### src/rtl/main_control_fsm_pkg.sv
// Shared types and encodings for the multicycle main controller.
// Imported by the controller, its decoder and the bench.
package riscv_ctrl_pkg;

  typedef enum logic [3:0] {
    S_RST,
    S_FETCH,
    S_DECODE,
    S_MEMADR,
    S_MEMREAD,
    S_MEMWB,
    S_MEMWRITE,
    S_EXECR,
    S_ALUWB,
    S_BEQ
  } state_t;

  localparam logic [6:0] OP_LW    = 7'b0000011;
  localparam logic [6:0] OP_SW    = 7'b0100011;
  localparam logic [6:0] OP_RTYPE = 7'b0110011;
  localparam logic [6:0] OP_BEQ   = 7'b1100011;

  localparam logic [1:0] ALUOP_ADD   = 2'b00;
  localparam logic [1:0] ALUOP_SUB   = 2'b01;
  localparam logic [1:0] ALUOP_FUNCT = 2'b10;

  localparam logic [1:0] RES_ALUOUT = 2'b00;
  localparam logic [1:0] RES_RDATA  = 2'b01;
  localparam logic [1:0] RES_ALURES = 2'b10;

  localparam logic [1:0] SRCA_PC    = 2'b00;
  localparam logic [1:0] SRCA_OLDPC = 2'b01;
  localparam logic [1:0] SRCA_RS1   = 2'b10;

  localparam logic [1:0] SRCB_RS2  = 2'b00;
  localparam logic [1:0] SRCB_IMM  = 2'b01;
  localparam logic [1:0] SRCB_FOUR = 2'b10;

  // States whose exit retires an instruction.
  function automatic logic is_retire(input state_t s);
    return (s == S_MEMWB) || (s == S_MEMWRITE) ||
           (s == S_ALUWB) || (s == S_BEQ);
  endfunction

endpackage

### src/rtl/main_control_fsm_if.sv
// Controller <-> datapath bundle; master is the controller,
// slave is the datapath side that supplies opcode and zero.
interface main_ctrl_if #(
  parameter int CNT_W = 32
);
  logic [6:0]       opcode;
  logic             zero;
  logic             pc_write;
  logic             adr_src;
  logic             mem_write;
  logic             ir_write;
  logic [1:0]       result_src;
  logic [1:0]       alu_src_a;
  logic [1:0]       alu_src_b;
  logic             reg_write;
  logic [1:0]       aluop;
  logic             illegal_op;
  logic [CNT_W-1:0] instret;

  modport master (
    input  opcode, zero,
    output pc_write, adr_src, mem_write, ir_write,
    output result_src, alu_src_a, alu_src_b,
    output reg_write, aluop, illegal_op, instret
  );

  modport slave (
    output opcode, zero,
    input  pc_write, adr_src, mem_write, ir_write,
    input  result_src, alu_src_a, alu_src_b,
    input  reg_write, aluop, illegal_op, instret
  );
endinterface

### src/rtl/main_control_fsm_decode.sv
// Pure state-to-control map; zero only feeds the BEQ pc_write.
// RST and unused encodings decode to all strobes off.
module main_ctrl_decode
  import riscv_ctrl_pkg::*;
(
  input  state_t     i_state,
  input  logic       i_zero,
  output logic       o_pc_write,
  output logic       o_adr_src,
  output logic       o_mem_write,
  output logic       o_ir_write,
  output logic [1:0] o_result_src,
  output logic [1:0] o_alu_src_a,
  output logic [1:0] o_alu_src_b,
  output logic       o_reg_write,
  output logic [1:0] o_aluop
);

  always_comb begin
    o_pc_write   = 1'b0;
    o_adr_src    = 1'b0;
    o_mem_write  = 1'b0;
    o_ir_write   = 1'b0;
    o_result_src = RES_ALUOUT;
    o_alu_src_a  = SRCA_PC;
    o_alu_src_b  = SRCB_RS2;
    o_reg_write  = 1'b0;
    o_aluop      = ALUOP_ADD;
    unique case (i_state)
      S_FETCH: begin
        o_ir_write   = 1'b1;
        o_alu_src_b  = SRCB_FOUR;
        o_result_src = RES_ALURES;
        o_pc_write   = 1'b1;
      end
      S_DECODE: begin
        o_alu_src_a = SRCA_OLDPC;
        o_alu_src_b = SRCB_IMM;
      end
      S_MEMADR: begin
        o_alu_src_a = SRCA_RS1;
        o_alu_src_b = SRCB_IMM;
      end
      S_MEMREAD: o_adr_src = 1'b1;
      S_MEMWB: begin
        o_result_src = RES_RDATA;
        o_reg_write  = 1'b1;
      end
      S_MEMWRITE: begin
        o_adr_src   = 1'b1;
        o_mem_write = 1'b1;
      end
      S_EXECR: begin
        o_alu_src_a = SRCA_RS1;
        o_aluop     = ALUOP_FUNCT;
      end
      S_ALUWB: o_reg_write = 1'b1;
      S_BEQ: begin
        o_alu_src_a = SRCA_RS1;
        o_aluop     = ALUOP_SUB;
        o_pc_write  = i_zero;
      end
      default: ;
    endcase
  end

endmodule

### src/rtl/main_control_fsm.sv
// Multicycle main controller: state register, next-state
// logic and retired-instruction counter.
module main_control_fsm
  import riscv_ctrl_pkg::*;
#(
  parameter int CNT_W = 32
) (
  input  logic        clk,
  input  logic        rst_n,
  main_ctrl_if.master bus
);

  state_t           r_state;
  state_t           w_next;
  logic             w_illegal;
  logic [CNT_W-1:0] r_instret;

  logic w_is_lw;
  logic w_is_sw;
  logic w_is_r;
  logic w_is_beq;

  assign w_is_lw  = (bus.opcode == OP_LW);
  assign w_is_sw  = (bus.opcode == OP_SW);
  assign w_is_r   = (bus.opcode == OP_RTYPE);
  assign w_is_beq = (bus.opcode == OP_BEQ);

  always_ff @(posedge clk or negedge rst_n) begin
    if (!rst_n) r_state <= S_RST;
    else        r_state <= w_next;
  end

  always_comb begin
    w_next    = r_state;
    w_illegal = 1'b0;
    unique case (r_state)
      S_RST:   w_next = S_FETCH;
      S_FETCH: w_next = S_DECODE;
      S_DECODE: begin
        unique case (1'b1)
          w_is_lw, w_is_sw: w_next = S_MEMADR;
          w_is_r:           w_next = S_EXECR;
          w_is_beq:         w_next = S_BEQ;
          default: begin
            w_next    = S_FETCH;
            w_illegal = 1'b1;
          end
        endcase
      end
      S_MEMADR:
        w_next = w_is_lw ? S_MEMREAD : S_MEMWRITE;
      S_MEMREAD:  w_next = S_MEMWB;
      S_EXECR:    w_next = S_ALUWB;
      S_MEMWB,
      S_MEMWRITE,
      S_ALUWB,
      S_BEQ:      w_next = S_FETCH;
      default:    w_next = S_RST;
    endcase
  end

  // Wraps silently; bumps on the edge that re-enters FETCH.
  always_ff @(posedge clk or negedge rst_n) begin
    if (!rst_n)
      r_instret <= '0;
    else if (is_retire(r_state))
      r_instret <= r_instret + 1'b1;
  end

  assign bus.instret    = r_instret;
  assign bus.illegal_op = w_illegal;

  main_ctrl_decode u_decode (
    .i_state      (r_state),
    .i_zero       (bus.zero),
    .o_pc_write   (bus.pc_write),
    .o_adr_src    (bus.adr_src),
    .o_mem_write  (bus.mem_write),
    .o_ir_write   (bus.ir_write),
    .o_result_src (bus.result_src),
    .o_alu_src_a  (bus.alu_src_a),
    .o_alu_src_b  (bus.alu_src_b),
    .o_reg_write  (bus.reg_write),
    .o_aluop      (bus.aluop)
  );

endmodule

### src/flat_wrapper.sv
// flat-port wrapper written by rule: the top's interface ports become plain ports
module main_control_fsm_flat import riscv_ctrl_pkg::*;
#(
  parameter int CNT_W = 32
)
  (clk, rst_n, bus_opcode, bus_zero, bus_pc_write, bus_adr_src, bus_mem_write, bus_ir_write, bus_result_src, bus_alu_src_a, bus_alu_src_b, bus_reg_write, bus_aluop, bus_illegal_op, bus_instret);
  main_ctrl_if #(.CNT_W(CNT_W)) bus_i ();
  input  logic clk;
  input  logic rst_n;
  input wire logic [$bits(bus_i.opcode)-1:0] bus_opcode;
  input wire logic [$bits(bus_i.zero)-1:0] bus_zero;
  output wire logic [$bits(bus_i.pc_write)-1:0] bus_pc_write;
  output wire logic [$bits(bus_i.adr_src)-1:0] bus_adr_src;
  output wire logic [$bits(bus_i.mem_write)-1:0] bus_mem_write;
  output wire logic [$bits(bus_i.ir_write)-1:0] bus_ir_write;
  output wire logic [$bits(bus_i.result_src)-1:0] bus_result_src;
  output wire logic [$bits(bus_i.alu_src_a)-1:0] bus_alu_src_a;
  output wire logic [$bits(bus_i.alu_src_b)-1:0] bus_alu_src_b;
  output wire logic [$bits(bus_i.reg_write)-1:0] bus_reg_write;
  output wire logic [$bits(bus_i.aluop)-1:0] bus_aluop;
  output wire logic [$bits(bus_i.illegal_op)-1:0] bus_illegal_op;
  output wire logic [$bits(bus_i.instret)-1:0] bus_instret;
  assign bus_i.opcode = bus_opcode;
  assign bus_i.zero = bus_zero;
  assign bus_pc_write = bus_i.pc_write;
  assign bus_adr_src = bus_i.adr_src;
  assign bus_mem_write = bus_i.mem_write;
  assign bus_ir_write = bus_i.ir_write;
  assign bus_result_src = bus_i.result_src;
  assign bus_alu_src_a = bus_i.alu_src_a;
  assign bus_alu_src_b = bus_i.alu_src_b;
  assign bus_reg_write = bus_i.reg_write;
  assign bus_aluop = bus_i.aluop;
  assign bus_illegal_op = bus_i.illegal_op;
  assign bus_instret = bus_i.instret;
  main_control_fsm #(.CNT_W(CNT_W)) u_core (.clk(clk), .rst_n(rst_n), .bus(bus_i));
endmodule
### config.mk
export PLATFORM = sky130hd
export DESIGN_NAME = main_control_fsm_flat
export DESIGN_NICKNAME = d
export VERILOG_FILES = /design/src/rtl/main_control_fsm_pkg.sv /design/src/rtl/main_control_fsm_if.sv /design/src/rtl/main_control_fsm_decode.sv /design/src/rtl/main_control_fsm.sv /design/src/flat_wrapper.sv
export SDC_FILE = /design/constraint.sdc
export NUM_CORES = 1
export LEC_CHECK = 0
export CAP_MARGIN = 5
export CORE_MARGIN = 5
export CORE_UTILIZATION = 30
export CTS_BUF_LIST = sky130_fd_sc_hd__clkbuf_8
export CTS_CLUSTER_DIAMETER = 30
export DETAILED_ROUTE_END_ITERATION = 10
export GPL_TIMING_DRIVEN = 0
export PLACE_DENSITY = 0.53
export SYNTH_ARGS = -nofsm -noshare
export SYNTH_HDL_FRONTEND = slang
export SYNTH_HIERARCHICAL = 1
export SYNTH_SLANG_ARGS = --single-unit
export TNS_END_PERCENT = 30
### constraint.sdc
create_clock -name clk -period 2.5 [get_ports clk]
set_clock_uncertainty 0.05 [all_clocks]
set_input_delay 0.5 -clock clk [delete_from_list [all_inputs] [get_ports clk]]
set_output_delay 0.5 -clock clk [all_outputs]
set_load 0.01 [all_outputs]
* Word level (Yosys, flattened, before mapping) *
Index checks and enable logic that the tools add are counted.

storage, ports and cells
  flip-flop bits (word level) = 36
  output and inout port bits = 46
  logic and storage cells = 41
  input port bits = 10

cells by class
  $add $sub $neg = 1
  reductions and logical operators = 11
  muxes and demuxes = 14
  eq/ne operators = 13

operators by type and width
  kind                                                 number
  adder 32 x 1 -> 32 bit, second input constant        1
  one-hot mux 4 bit (6 select lines)                   1
  equality test 4 x 3 -> 1 bit, second input constant  4
  one-hot mux 2 bit (2 select lines)                   4
  equality test 7 x 6 -> 1 bit, second input constant  2
  one-hot mux 4 bit (3 select lines)                   1
  equality test 4 x 2 -> 1 bit, second input constant  2
  equality test 4 bit, second input constant           2
  OR reduction 2 bit                                   4
  equality test 7 x 2 -> 1 bit, second input constant  1
  equality test 7 bit, second input constant           1
  two-way mux 1 bit                                    6
  OR reduction 5 bit                                   1
  equality test 4 x 1 -> 1 bit, second input constant  1
  logical NOT 4 bit                                    1
  OR reduction 4 bit                                   1
  logical OR 1 bit                                     3
  OR reduction 3 bit                                   1
  two-way mux 2 bit                                    1
  one-hot mux 1 bit (2 select lines)                   1

* Depth between registers and ports, before layout *
Gate-level depths: netlist of the first run.

  word-level depth = 4
  gate-level depth with buffers = 7
  depth with buffers taken out = 5

* By module *
Netlist of the first run, hierarchy kept.

by module, submodules not included
  module            cells each  sequential area each (um^2)  area each (um^2)  times used
  main_control_fsm  157         900.9                        1750.4            1
  main_ctrl_decode  21          0.0                          137.6             1

* Least setup slack after synthesis of the first run *
Ideal clock, no wire load.

  kind = flip-flop to output port
  start point = register u_core.r_state[1]
  end point = output port bus_alu_src_b[1]
  path slack = 721 ps
  stages on the path, launching flop included = 4
  buffers on the path = 1
  arrival time = 1229 ps
  data required time = 1950 ps
  path through = dfrtp_1 > nand2b_4 > nor3_1 > buf_4

on the way
  cells in the longest elaborated chain, start to end = 3
  elaborated cells between the ends (all ways) = 5
  those cells by class = eq/ne (3); mux (1); reduce/logical (1)

ends and longest elaborated chain
  element                               RTL line                       RTL
  start, declared                       main_control_fsm.sv:13         state_t r_state;
  start signal, assigned                main_control_fsm.sv:30         else r_state <= w_next;
  equality test 4 x 2 -> 1 bit          main_control_fsm_decode.sv:29  unique case (i_state)
  OR reduction 2 bit (no line)          -
  one-hot mux 2 bit (2 select lines) *  main_control_fsm_decode.sv:29
  end, declared                         flat_wrapper.sv:18             output wire logic [$bits(bus_i.alu_src_b)-1:0] bus_alu_src_b;

Every way passes the cells marked *; elsewhere a longest branch is shown, timed or not.

* Final worst setup path of the first run *
Same ends and word-level chain as after synthesis.

==> results.sh, run 1 <==
export IMPL_ys_warn_count=6
export IMPL_syn_avg_cell_area_um2=10.6
export IMPL_nFillCells=637
export IMPL_yosysUniqueCellTypes=44
export IMPL_grt_max_degree=37
export IMPL_powerDensity_mw_per_mm2=714
export IMPL_grt_pass1_wl_mm=6.59
export IMPL_cp_end_kind="output pin"
export IMPL_max_freq_ghz=0.426
export IMPL_io_buffer_count=55
export IMPL_start_util_pct=30.3
export IMPL_gp_congestion=0.693
export IMPL_p_leak_nw=1.13
export IMPL_min_period_ps=2350
export IMPL_synthFlopType="dfrtp_1"
export IMPL_crit_type="reg2out"
export IMPL_placed_area_mm2=0.00253
export IMPL_drcViolationCount=0
export IMPL_cp_buffers_inverters=2
export IMPL_io_pins=56
export IMPL_clock_root_buffer="clkbuf_8"
export IMPL_drtAntennaViolNets=0
export IMPL_crit_path_max_incr_delay_ps=520
export IMPL_hpwl_mm=3.03
export IMPL_fp_dieH_um=89.3
export IMPL_synth_async_reset_ratio_pct=100
export IMPL_tightest_slew_ps=777
export IMPL_grt_use_total_pct=10.6
export IMPL_cts_path_max_buffers=2
export IMPL_cpLargestDelayFamily="buffers and inverters"
export IMPL_antenna_cells=0
export IMPL_crit_chain="nand2b_4 > nor3_2 > buf_4 > clkdlybuf4s50_1"
export IMPL_slew_violations=0
export IMPL_die_area_mm2=0.00798
export IMPL_peakVddDrop_mv=0.543
export IMPL_cts_tree="done"
export IMPL_synth_common_cells="dfrtp_1, xnor2_1, nand2_1"
export IMPL_die_x_um=89.3
export IMPL_crit_slowest_cell="clkdlybuf4s50_1"
export IMPL_rsz0062_at_grt="no"
export IMPL_viasPerCell=4.60
export IMPL_netlist_instances=178
export IMPL_synth_nets=189
export IMPL_path_clk_slew_ps=70
export IMPL_critPathRequiredTime_ps=1950
export IMPL_hp_class="in2async"
export IMPL_utilization_pct=42.0
export IMPL_detail_route_wl_per_cell_um=12.9
export IMPL_rows=29
export IMPL_cts_setup_buffers=0
export IMPL_dr_pass1_iters=4
export IMPL_status="completed"
export IMPL_final_nets=251
export IMPL_first_iter_violations=37
export IMPL_finalSetupTns_ps=0
export IMPL_final_hold_violation_count=0
export IMPL_synth_area_top_cells="dfrtp_1, xnor2_1, xor2_1, nand4_1, nand2_1"
export IMPL_clock_sinks=36
export IMPL_slew_headroom_pct=48.2
export IMPL_crit_fanout=13
export IMPL_cts_made_buffers=5
export IMPL_synth_area_leader_cell="dfrtp_1"
export IMPL_syn_cell_area_mm2=0.00189
export IMPL_finalSetupViolCount=0
export IMPL_synth_seq_area_share_pct=47.7
export IMPL_cap_viol_max_count=0
export IMPL_grt_pass1_vias=1365
export IMPL_arrival_ps=1800
export IMPL_antenna_found_initial=0
export IMPL_cts_max_level=2
export IMPL_period_share_pct=93.8
export IMPL_final_area_mm2=0.00262
export IMPL_area_growth_pct=38.8
export IMPL_synth_most_common_cell="dfrtp_1"
export IMPL_startpoint_type="flop"
export IMPL_whs_ps=244
export IMPL_fp_coreArea_mm2=0.00624
export IMPL_grt_overflow=0
export IMPL_vias=1459
export IMPL_yosysTopAreaCellShare_pct=47.7
export IMPL_ys_ff_latch=36
export IMPL_wl_mm=4.10
export IMPL_worstSkewPairLatency_ps=280
export IMPL_hold_buffers=0
export IMPL_layout_drive_gt1_share_pct=13.3
export IMPL_synth_edf_count=0
==> per-stage QoR <==
| step | std cells | worst slack (ps) | total power, mW |
|---|---|---|---|
| global route | 317 | 37.5 | 2.01 |
| finish | 317 | 154 | 1.87 |
| detailed placement | 310 | -40.8 | 1.52 |
| floorplan | 178 | 721 | 1.17 |
| global placement | 310 | -53.3 | 1.52 |
| CTS | 317 | 38.2 | 1.91 |
==> power breakdown <==
| part | internal [mW] | switching, mW |
|---|---|---|
| registers | 0.645 | 0.121 |
| logic | 0.416 | 0.313 |
| clock network | 0.185 | 0.191 |
==> metal layers <==
layer / GRT usage, % / wire (µm) / vias up
li1: - / - / 744
met1: 13.9 / 1850 / 681
met2: 17.0 / 2000 / 32
met3: 3.13 / 224 / 2
met4: 3.25 / 34 / 0
met5: 0 / 0 / -
==> cell type report <==
cell class | count | area [µm²] | share of cell area [%]
Tap cell | 77 | 96.3 | 3.68
Clock buffer | 5 | 68.8 | 2.63
Multi-Input combinational cell | 133 | 945 | 36.0
Sequential cell | 36 | 902 | 34.4
Timing Repair Buffer | 55 | 547 | 20.9
Inverter | 2 | 7.51 | 0.286
Clock inverter | 2 | 8.76 | 0.334
Buffer | 7 | 46.3 | 1.77
==> path summary, 6_finish.rpt <==
check | startpoint | endpoint | slack (ps) | depth (start not counted)
hold / removal | rst_n | u_core/bus.instret[26] | 240 | 1
min in group clk | u_core/bus.instret[31] | u_core/bus.instret[31] | 430 | 1
setup / recovery | u_core/r_state[1] | bus_alu_src_b[1] | 150 | 4
hold reg to reg | u_core/bus.instret[31] | u_core/bus.instret[31] | 430 | 1
setup reg to reg | u_core/r_state[2] | u_core/bus.instret[30] | 540 | 7
max in group asynchronous | rst_n | u_core/r_state[1] | 1610 | 1
==> worst reg2reg max path, stage by stage (launching register included) <==
cell and delay, ps:
dfrtp_1 470, clkbuf_2 210, nor3b_1 240, a31o_2 160, buf_6 140, nand4_4 200, and3b_1 280, xor2_1 140
==> cell families (layout without fill, tap and decap cells) <==
logic type	Yosys count	count (layout)	share of synthesized area, %
simple gates	89	89	29.6
flops	36	36	47.7
xor+xnor	32	32	14.8
compound gates	10	10	3.78
buf+inv	9	71	2.85
fa+ha+maj	1	1	0.663
mux	1	1	0.596
==> what timing repair did <==
| action | in CTS | in global routing |
|---|---|---|
| endpoints found under the setup margin | 3 | 3 |
| hold endpoints to repair | 0 | 0 |
| resized for setup | 3 | 2 |
==> state kept, by name, summed over array words and instances, names as in the netlist <==
register            count
u_core/bus.instret     32
u_core/r_state          4
==> cells in the final DEF (no fill, tap or decap), drive strengths merged <==
cell type and n:
nor3b 3, dlygate4sd2 1, dlymetal6s2s 1, nand4 15
and3 7, nand3b 1, and4 1, buf 7
inv 3, nor3 7, nor4 3, nand2 18
nor4bb 2, or2 2, nand2b 6, a21oi 3
xnor2 22, a31o 1, clkdlybuf4s50 52, o21ai 2
mux2 1, and2 3, nor2 12, o22ai 2
clkinv 1, nand3 5, clkbuf 6, xor2 10
dfrtp 36, and3b 2, nor4b 1, a32oi 1
nor2b 1, ha 1, a32o 1
(Power assumes the default switching activity.)
==> inputs of run 2 (changes only) <==
Settings changed: ABC_AREA set to 1, PLACE_DENSITY 0.53 to 0.51.
==> results.sh, run 2 <==
export IMPL_cts_tree="done"
export IMPL_fp_dieH_um=96.8
export IMPL_die_area_mm2=0.00938
export IMPL_synth_most_common_cell="nand2_1"
export IMPL_grt_pass1_vias=2159
export IMPL_area_growth_pct=34.4
export IMPL_first_iter_violations=113
export IMPL_die_x_um=96.8
export IMPL_final_nets=390
export IMPL_crit_path_max_incr_delay_ps=460
export IMPL_synth_common_cells="nand2_1, inv_1, nor2_1"
export IMPL_vias=2139
export IMPL_synth_nets=328
export IMPL_tightest_slew_ps=833
export IMPL_whs_ps=257
export IMPL_cp_end_kind="output pin"
export IMPL_synth_area_top_cells="dfrtp_1, nand2_1, inv_1, nor2_1, xnor2_1"
export IMPL_cts_max_level=2
export IMPL_rsz0062_at_grt="no"
export IMPL_crit_type="in2out"
export IMPL_viasPerCell=4.47
export IMPL_cts_made_buffers=5
export IMPL_period_share_pct=93.5
export IMPL_hpwl_mm=4.55
export IMPL_r2r_start="u_core/bus.instret[0]"
export IMPL_rr_endpoint="u_core/bus.instret[20]"
export IMPL_placed_area_mm2=0.00293
export IMPL_dr_pass1_iters=4
export IMPL_place_ws_ps=-199
export IMPL_cp_buffers_inverters=2
export IMPL_grt_use_total_pct=13.4
export IMPL_cts_setup_buffers=0
export IMPL_layout_drive_gt1_share_pct=9.23
export IMPL_synth_seq_area_share_pct=39.8
export IMPL_finalSetupViolCount=0
export IMPL_yosysUniqueCellTypes=26
export IMPL_grt_max_degree=37
export IMPL_drtAntennaViolNets=0
export IMPL_arrival_ps=1790
export IMPL_clock_sinks=36
export IMPL_netlist_instances=317
export IMPL_synthFlopType="dfrtp_1"
export IMPL_antenna_cells=0
export IMPL_antenna_found_initial=0
export IMPL_setup_slack_ps=163
export IMPL_synth_async_reset_ratio_pct=100
export IMPL_grt_overflow=0
export IMPL_syn_avg_cell_area_um2=7.14
export IMPL_critPathRequiredTime_ps=1950
export IMPL_status="completed"
export IMPL_synth_area_leader_cell="dfrtp_1"
export IMPL_final_cell_mix="nand2_1, clkdlybuf4s50_1, inv_1"
export IMPL_min_period_ps=2340
export IMPL_finalPower_mw=1.97
export IMPL_crit_top_cell="nand2_1"
export IMPL_clock_root_buffer="clkbuf_8"
export IMPL_slew_violations=0
export IMPL_crit_fanout=4
export IMPL_cap_viol_max_count=0
export IMPL_io_buffer_count=55
export IMPL_fp_coreArea_mm2=0.00729
export IMPL_r2r_cells=8
export IMPL_startpoint_type="input port"
export IMPL_detail_route_wl_per_cell_um=12.4
export IMPL_worstSetupPathDepth=7
export IMPL_peakVddDrop_mv=0.279
export IMPL_grt_pass1_wl_mm=10.4
export IMPL_drcViolationCount=0
export IMPL_wl_mm=5.94
export IMPL_crit_chain="clkdlybuf4s50_1 > nand2_1 > nor3_4 > nand2_1 > a21oi_1 > nor2_1 > dlygate4sd2_1"
export IMPL_io_pins=56
export IMPL_syn_cell_area_mm2=0.00226
export IMPL_cts_path_max_buffers=2
export IMPL_yosysTopAreaCellShare_pct=39.8
export IMPL_final_area_mm2=0.00304
export IMPL_worstSkewPairLatency_ps=290
export IMPL_finalSetupTns_ps=0
export IMPL_largest_register_ff_count=32
export IMPL_ys_warn_count=6
export IMPL_max_freq_ghz=0.428
export IMPL_start_util_pct=31.0
export IMPL_path_clk_slew_ps=70
export IMPL_cpLargestDelayFamily="buffers and inverters"
export IMPL_ys_ff_latch=36
export IMPL_gp_congestion=0.805
export IMPL_hp_class="in2async"
export IMPL_p_leak_nw=1.35
export IMPL_slew_headroom_pct=44.5
export IMPL_final_hold_violation_count=0
export IMPL_nFillCells=792
export IMPL_rows=31
export IMPL_powerDensity_mw_per_mm2=648
export IMPL_crit_slowest_cell="clkdlybuf4s50_1"
export IMPL_ff2ff_setup_slack_ps=820
export IMPL_synth_edf_count=0
export IMPL_layout_commonest_cell="nand2_1"
==> run 2: cell types whose count changed in the layout (fill, tap and decap cells not counted), sizes merged, moves of 7 or more <==
cell	previous run	this run
nor2	12	46
inv	3	48
and3	7	0
nand2	18	101
xnor2	22	12
nand3	5	24
==> run 2: power by group <==
part	total (mW)	internal, mW	switching (mW)
combinational	0.779	0.364	0.414
clock	0.456	0.246	0.211
sequential	0.736	0.640	0.0963
total	1.97	1.25	0.721
==> run 2: cells by family after synthesis <==
logic type,synth area share [%]
buffers and inverters,9.68
AND/OR/NAND/NOR,40.6
adder cells (fa/ha/maj),0.553
AO/OA/AOI/OAI,3.15
flip-flops,39.8
XOR/XNOR,6.19
==> run 2: cell type report <==
type | count | area, µm² | share of cell area (%)
multi-input cells | 228 | 1150 | 37.9
flip-flops and latches | 36 | 903 | 29.7
repair buffers | 55 | 544 | 17.9
inverters | 48 | 180 | 5.93
well taps | 99 | 124 | 4.07
clock buffers | 7 | 96.3 | 3.17
plain buffers | 5 | 38.8 | 1.28
==> run 2: worst max path at each step <==
stage,startpoint,to,slack (ps)
2_1_floorplan,bus_opcode[3],bus_illegal_op,830
3_3_place_gp,bus_opcode[1],bus_illegal_op,-170
3_5_place_dp,bus_opcode[0],bus_illegal_op,-200
4_1_cts,u_core/r_state[1],bus_result_src[1],40
5_1_grt,u_core/r_state[1],bus_result_src[1],20
6_report,bus_opcode[0],bus_illegal_op,160
==> run 2: routing by layer <==
layer / track usage (%) / part of all wire, %
met5: 0 / 0
met4: 4.54 / 1.6
met3: 4.46 / 5.1
met2: 20.6 / 45
met1: 17.5 / 48
==> run 2: metrics by stage <==
stage | utilization (%) | cells
floorplan | - | 317
global placement | 40.3 | 471
detailed placement | 40.2 | 471
CTS | 41.7 | 478
global route | 41.7 | 478
finish | 41.7 | 478
==> run 2: what timing repair did <==
action                     CTS  global route
resized for setup            3             3
hold buffers                 0             0
setup endpoints to repair    1             3
